## src/rtl/sysbus_arbiter.sv

```systemverilog
// Round-robin arbiter for two masters sharing the multiplexed address/data memory bus.
// Runs one complete external cycle per grant; all pins are Moore-decoded from registered state.
module sysbus_arbiter #(
    parameter int AW          = 16,
    parameter int DW          = 16,
    parameter int WAIT_STATES = 1
) (
    input  logic          Clock,
    input  logic          nReset,
    input  logic [1:0]    Req,
    input  logic [1:0]    Write,
    input  logic [AW-1:0] Addr0,
    input  logic [AW-1:0] Addr1,
    input  logic [DW-1:0] WData0,
    input  logic [DW-1:0] WData1,
    output logic [1:0]    Grant,
    output logic [1:0]    Ack,
    output logic [DW-1:0] RData,
    output logic [DW-1:0] BusOut,
    output logic          BusDrive,
    input  logic [DW-1:0] BusIn,
    output logic          ALE,
    output logic          nME,
    output logic          nOE,
    output logic          nWE
);

    localparam logic [2:0] S_IDLE = 3'd0;
    localparam logic [2:0] S_ADDR = 3'd1;
    localparam logic [2:0] S_WAIT = 3'd2;
    localparam logic [2:0] S_DATA = 3'd3;
    localparam logic [2:0] S_DONE = 3'd4;

    localparam logic [3:0] WAIT_LOAD = 4'((WAIT_STATES > 0) ? (WAIT_STATES - 1) : 0);

    logic [2:0]    state;
    logic [1:0]    grant_q;
    logic          last_q;
    logic          wr_q;
    logic [AW-1:0] addr_q;
    logic [DW-1:0] wdat_q;
    logic [DW-1:0] rdata_q;
    logic [3:0]    wait_cnt;
    logic          pick;

    // On a tie the requester not served last wins; otherwise whoever is asking.
    always_comb begin
        pick = 1'b0;
        if (Req == 2'b11)
            pick = ~last_q;
        else
            pick = Req[1];
    end

    always_ff @(posedge Clock or negedge nReset) begin
        if (!nReset) begin
            state    <= S_IDLE;
            grant_q  <= 2'b00;
            last_q   <= 1'b1;
            wr_q     <= 1'b0;
            addr_q   <= '0;
            wdat_q   <= '0;
            rdata_q  <= '0;
            wait_cnt <= 4'd0;
        end else begin
            case (state)
                S_IDLE: begin
                    if (|Req) begin
                        state   <= S_ADDR;
                        grant_q <= pick ? 2'b10 : 2'b01;
                        wr_q    <= Write[pick];
                        addr_q  <= pick ? Addr1 : Addr0;
                        wdat_q  <= pick ? WData1 : WData0;
                    end
                end
                S_ADDR: begin
                    if (WAIT_STATES > 0) begin
                        state    <= S_WAIT;
                        wait_cnt <= WAIT_LOAD;
                    end else begin
                        state <= S_DATA;
                    end
                end
                S_WAIT: begin
                    if (wait_cnt == 4'd0)
                        state <= S_DATA;
                    else
                        wait_cnt <= wait_cnt - 4'd1;
                end
                S_DATA: begin
                    if (!wr_q)
                        rdata_q <= BusIn;
                    state <= S_DONE;
                end
                S_DONE: begin
                    last_q  <= grant_q[1];
                    grant_q <= 2'b00;
                    state   <= S_IDLE;
                end
                default: begin
                    state   <= S_IDLE;
                    grant_q <= 2'b00;
                end
            endcase
        end
    end

    // DONE leaves the bus undriven so the memory can turn it around before the next address.
    always_comb begin
        Ack      = 2'b00;
        BusOut   = '0;
        BusDrive = 1'b0;
        ALE      = 1'b0;
        nME      = 1'b1;
        nOE      = 1'b1;
        nWE      = 1'b1;
        case (state)
            S_ADDR: begin
                ALE      = 1'b1;
                nME      = 1'b0;
                BusDrive = 1'b1;
                BusOut   = addr_q;
            end
            S_WAIT, S_DATA: begin
                nME = 1'b0;
                if (wr_q) begin
                    BusDrive = 1'b1;
                    BusOut   = wdat_q;
                    nWE      = 1'b0;
                end else begin
                    nOE = 1'b0;
                end
            end
            S_DONE: begin
                Ack = grant_q;
            end
            default: ;
        endcase
    end

    assign Grant = grant_q;
    assign RData = rdata_q;

endmodule
```

## config.mk

```make
export PLATFORM = sky130hd
export DESIGN_NAME = sysbus_arbiter
export DESIGN_NICKNAME = d
export VERILOG_FILES = /design/src/rtl/sysbus_arbiter.sv
export SDC_FILE = /design/constraint.sdc
export NUM_CORES = 1
export LEC_CHECK = 0
export ABC_CLOCK_PERIOD_IN_PS = 2200
export BUFFER_PORTS_ARGS = -buffer_cell sky130_fd_sc_hd__buf_2
export CORE_UTILIZATION = 47
export DETAILED_ROUTE_END_ITERATION = 8
export MAX_ROUTING_LAYER = met4
export PLACE_DENSITY = 0.89
export SETUP_SLACK_MARGIN = 0.1
export SLEW_MARGIN = 20
export SYNTH_ARGS = -nofsm -noshare
export SYNTH_HDL_FRONTEND = slang
export SYNTH_SLANG_ARGS = --single-unit
```

## constraint.sdc

```tcl
create_clock -name Clock -period 2.2 [get_ports Clock]
set_input_delay 0.11 -clock Clock [delete_from_list [all_inputs] [get_ports Clock]]
set_output_delay 0.11 -clock Clock [all_outputs]
set_load 0.05 [all_outputs]
```

==> key figures <==
Timing
  • Worst clock skew: 0.00955 ns
  • Final hold vios: 0
  • RSZ-0062 raised after global routing: false
  • Max frequency: 0.501 GHz
  • Final min period: 2.00 ns
  • Measured slew at the worst slew-check pin: 0.594 ns
  • Relative slew slack: 0.604
  • Setup TNS: 0 ns
  • Tcrit/Tclk final: 0.907
  • Hold WS: 0.0162 ns
  • Final Worst Setup Slack: 0.204 ns
  • Setup violations, final: 0
  • Slew Viols, Final: 0

Drt
  • # DRC: 0
  • Via-to-Cell Ratio: 5.82
  • Routed WL per cell: 17.0 um
  • 1st-pass router iterations: 4
  • Number of DRC markers in iteration 0: 189
  • Post-route ant nets: 0
  • Total wire length: 8130 um
  • Vias after detailed routing: 2,782

Finish
  • Most frequent cells in the layout: 126 x buf_2, 55 x dfrtp_1, 39 x dlygate4sd3_1
  • Layout cells sized above 1: 0.442
  • Filler cell count in the final layout: 422
  • Commonest non-fill, non-tap cell in the layout: buf_2
  • Nets: 487
  • Post-layout util: 0.704
  • Ant. Diodes: 0
  • Multi-input logic area: 0.00126 sq mm
  • Register area: 0.00148 sq mm
  • Area Growth Syn to Fin: 45.0%

Global routing
  • Vias in the first global route: 2,775
  • Initial antenna violation count: 0
  • First-pass GRT wire length: 13,000 um
  • Gr usage total: 0.276
  • GRT overflow: 0
  • Largest net degree at the start of global routing: 36

Setup path
  • Reg2reg setup slack: 0.55 ns
  • Req. time, crit path: 2.09 ns
  • CP startpoint kind: flop
  • Worst R2R Path Depth: 4
  • Setup crit start: state[1]
  • R2R Path End: addr_q[13]
  • CP Capture Point: BusOut[14]
  • Arrival time worst endpoint: 1.89 ns
  • Worst-path fanout max: 17
  • Critical Path End Type: output port
  • Crit Reg-Reg Startpoint: state[0]
  • CP Class: flop to output port

Power and ir drop
  • LEAKAGE: 2.02 nW
  • Max IR drop VDD: 0.985 mV
  • Tot Pwr: 0.00648 W
  • Pwr/cell area: 1570 mW/mm^2

Clocking
  • Clock tree root buffer cell: clkbuf_8
  • Clock buffer depth: 2
  • H-tree lvl count: 3
  • Inserted Clock Buffers: 9
  • Post-CTS setup buffers: 0
  • CTS tree: yes
  • Worst skew pair latency: 0.33 ns
  • Clk slew on worst S/H paths: 0.06 ns
  • CTS Sinks: 59

Run status
  • Outcome: completed

Placement
  • IO buf count: 126
  • Post-DP HPWL: 4940 um
  • GP Congestion: 0.855
  • Pre-CTS WS: 0.459 ns

Yosys
  • Yosys reg bits: 59
  • YS warnings: 0
  • Top-area cell type share of the netlist area: 0.508
  • Sequential element share of the synthesized area: 0.517
  • Cell taking the most area after synthesis: dfrtp_1
  • Syn Area/Cell: 12.1 sq um
  • Synth Cell Area: 0.00286 sq mm
  • Post-Syn Instances: 236
  • Post-synth net total: 324
  • Synth area leaders: dfrtp_1 51%, a221o_1 12%, a21boi_0 7.4%
  • Distinct cells, synth: 37

Die
  • Die ar.: 0.00639 sq mm
  • IO Pins: 127
  • # rows: 28
  • Die Ht: 80.0 um
  • Die Wd: 80.0 um
  • Initial core utilization: 0.485
  • Total core area: 0.00589 sq mm

Run
  • Max Cap Viol: 0

Worst hold path
  • Hold WC Path Type: primary input to flop
## synth_stat cells (all sizes together)
library cell  instances
a21o                  1
nor2b                 3
ha                    2
nand3                 3
nor3b                 2
and3                  4
dfstp                 1
and2                  2
a221o                33
a22o                 16
nand2b                6
a31o                  1
buf                  13
a32oi                 1
mux2                 16
mux2i                 2
or2                   1
dfrtp                58
or4                   2
o2bb2ai               2
nand2                 4
inv                   5
nor4                  1
a21oi                 3
a21bo                 1
o21ai                 4
nor2                  2
o211ai                2
nor3                  3
clkbuf                9
a21boi               33
## layer usage
metal,track usage,vias up,wire [um]
li1,-,1239,-
met1,0.339,1342,3310
met2,0.438,184,4030
met3,0.0663,17,657
met4,0.113,0,125
met5,-,-,0
## power by group
part	switching (W)	internal, W
clock network	0.000399	0.000576
registers	0.000373	0.00160
logic	0.00230	0.00124
total	0.00307	0.00341
## critical path, stage by stage (launching register included)
cell and delay [ns]:
dfrtp_2 0.48, nand2b_1 0.23, nor2_2 0.12, buf_4 0.24, a22o_1 0.21, buf_2 0.28
## state kept, by name (all words and copies together), names as in the netlist
register and count:
last_q 1, RData 16, Grant 2, wdat_q 16, wait_cnt 4, state 3
addr_q 16, wr_q 1
## layout make-up
| class | count | area share |
|---|---|---|
| Sequential cell | 59 | 0.358 |
| Multi-Input combinational cell | 150 | 0.304 |
| Timing Repair Buffer | 174 | 0.263 |
| Clock buffer | 11 | 0.0365 |
| Tap cell | 75 | 0.0227 |
| Clock inverter | 4 | 0.0121 |
| Inverter | 5 | 0.00453 |
## kinds of logic (layout without fill, tap and decap cells)
| group | Yosys count | in the layout | share of synthesized area |
|---|---|---|---|
| buf+inv | 27 | 194 | 0.0429 |
| flops | 59 | 59 | 0.517 |
| compound gates | 97 | 97 | 0.287 |
| fa+ha+maj | 2 | 2 | 0.00876 |
| mux | 18 | 18 | 0.0701 |
| simple gates | 33 | 33 | 0.0736 |
## worst min-delay path by stage
stage                    from         end  slack, ns  cells past startpoint
floorplan              nReset    Grant[0]      -0.19                      0
global placement       nReset  addr_q[11]       0.14                      2
detailed placement     nReset  addr_q[11]       0.15                      2
CTS                 BusIn[11]   RData[11]     0.0009                      2
global route        WData1[2]   wdat_q[2]     0.0005                      2
finish              BusIn[11]   RData[11]       0.02                      2
## stage by stage
stage                     area, sq um  cells
final                            4140    478
after global routing             4140    478
after CTS                        4110    475
after detailed placement         3540    424
after global placement           3540    424
after floorplan                  2860    236
## repair_timing
item | 4_1_cts | 5_1_grt
hold buffers | 36 | 3
gates resized for setup | 2 | 2
hold endpoints to repair | 79 | 3
cloned | 0 | 0
setup endpoints to repair | 5 | 16
No activity file was read; power rests on OpenSTA's default activity.
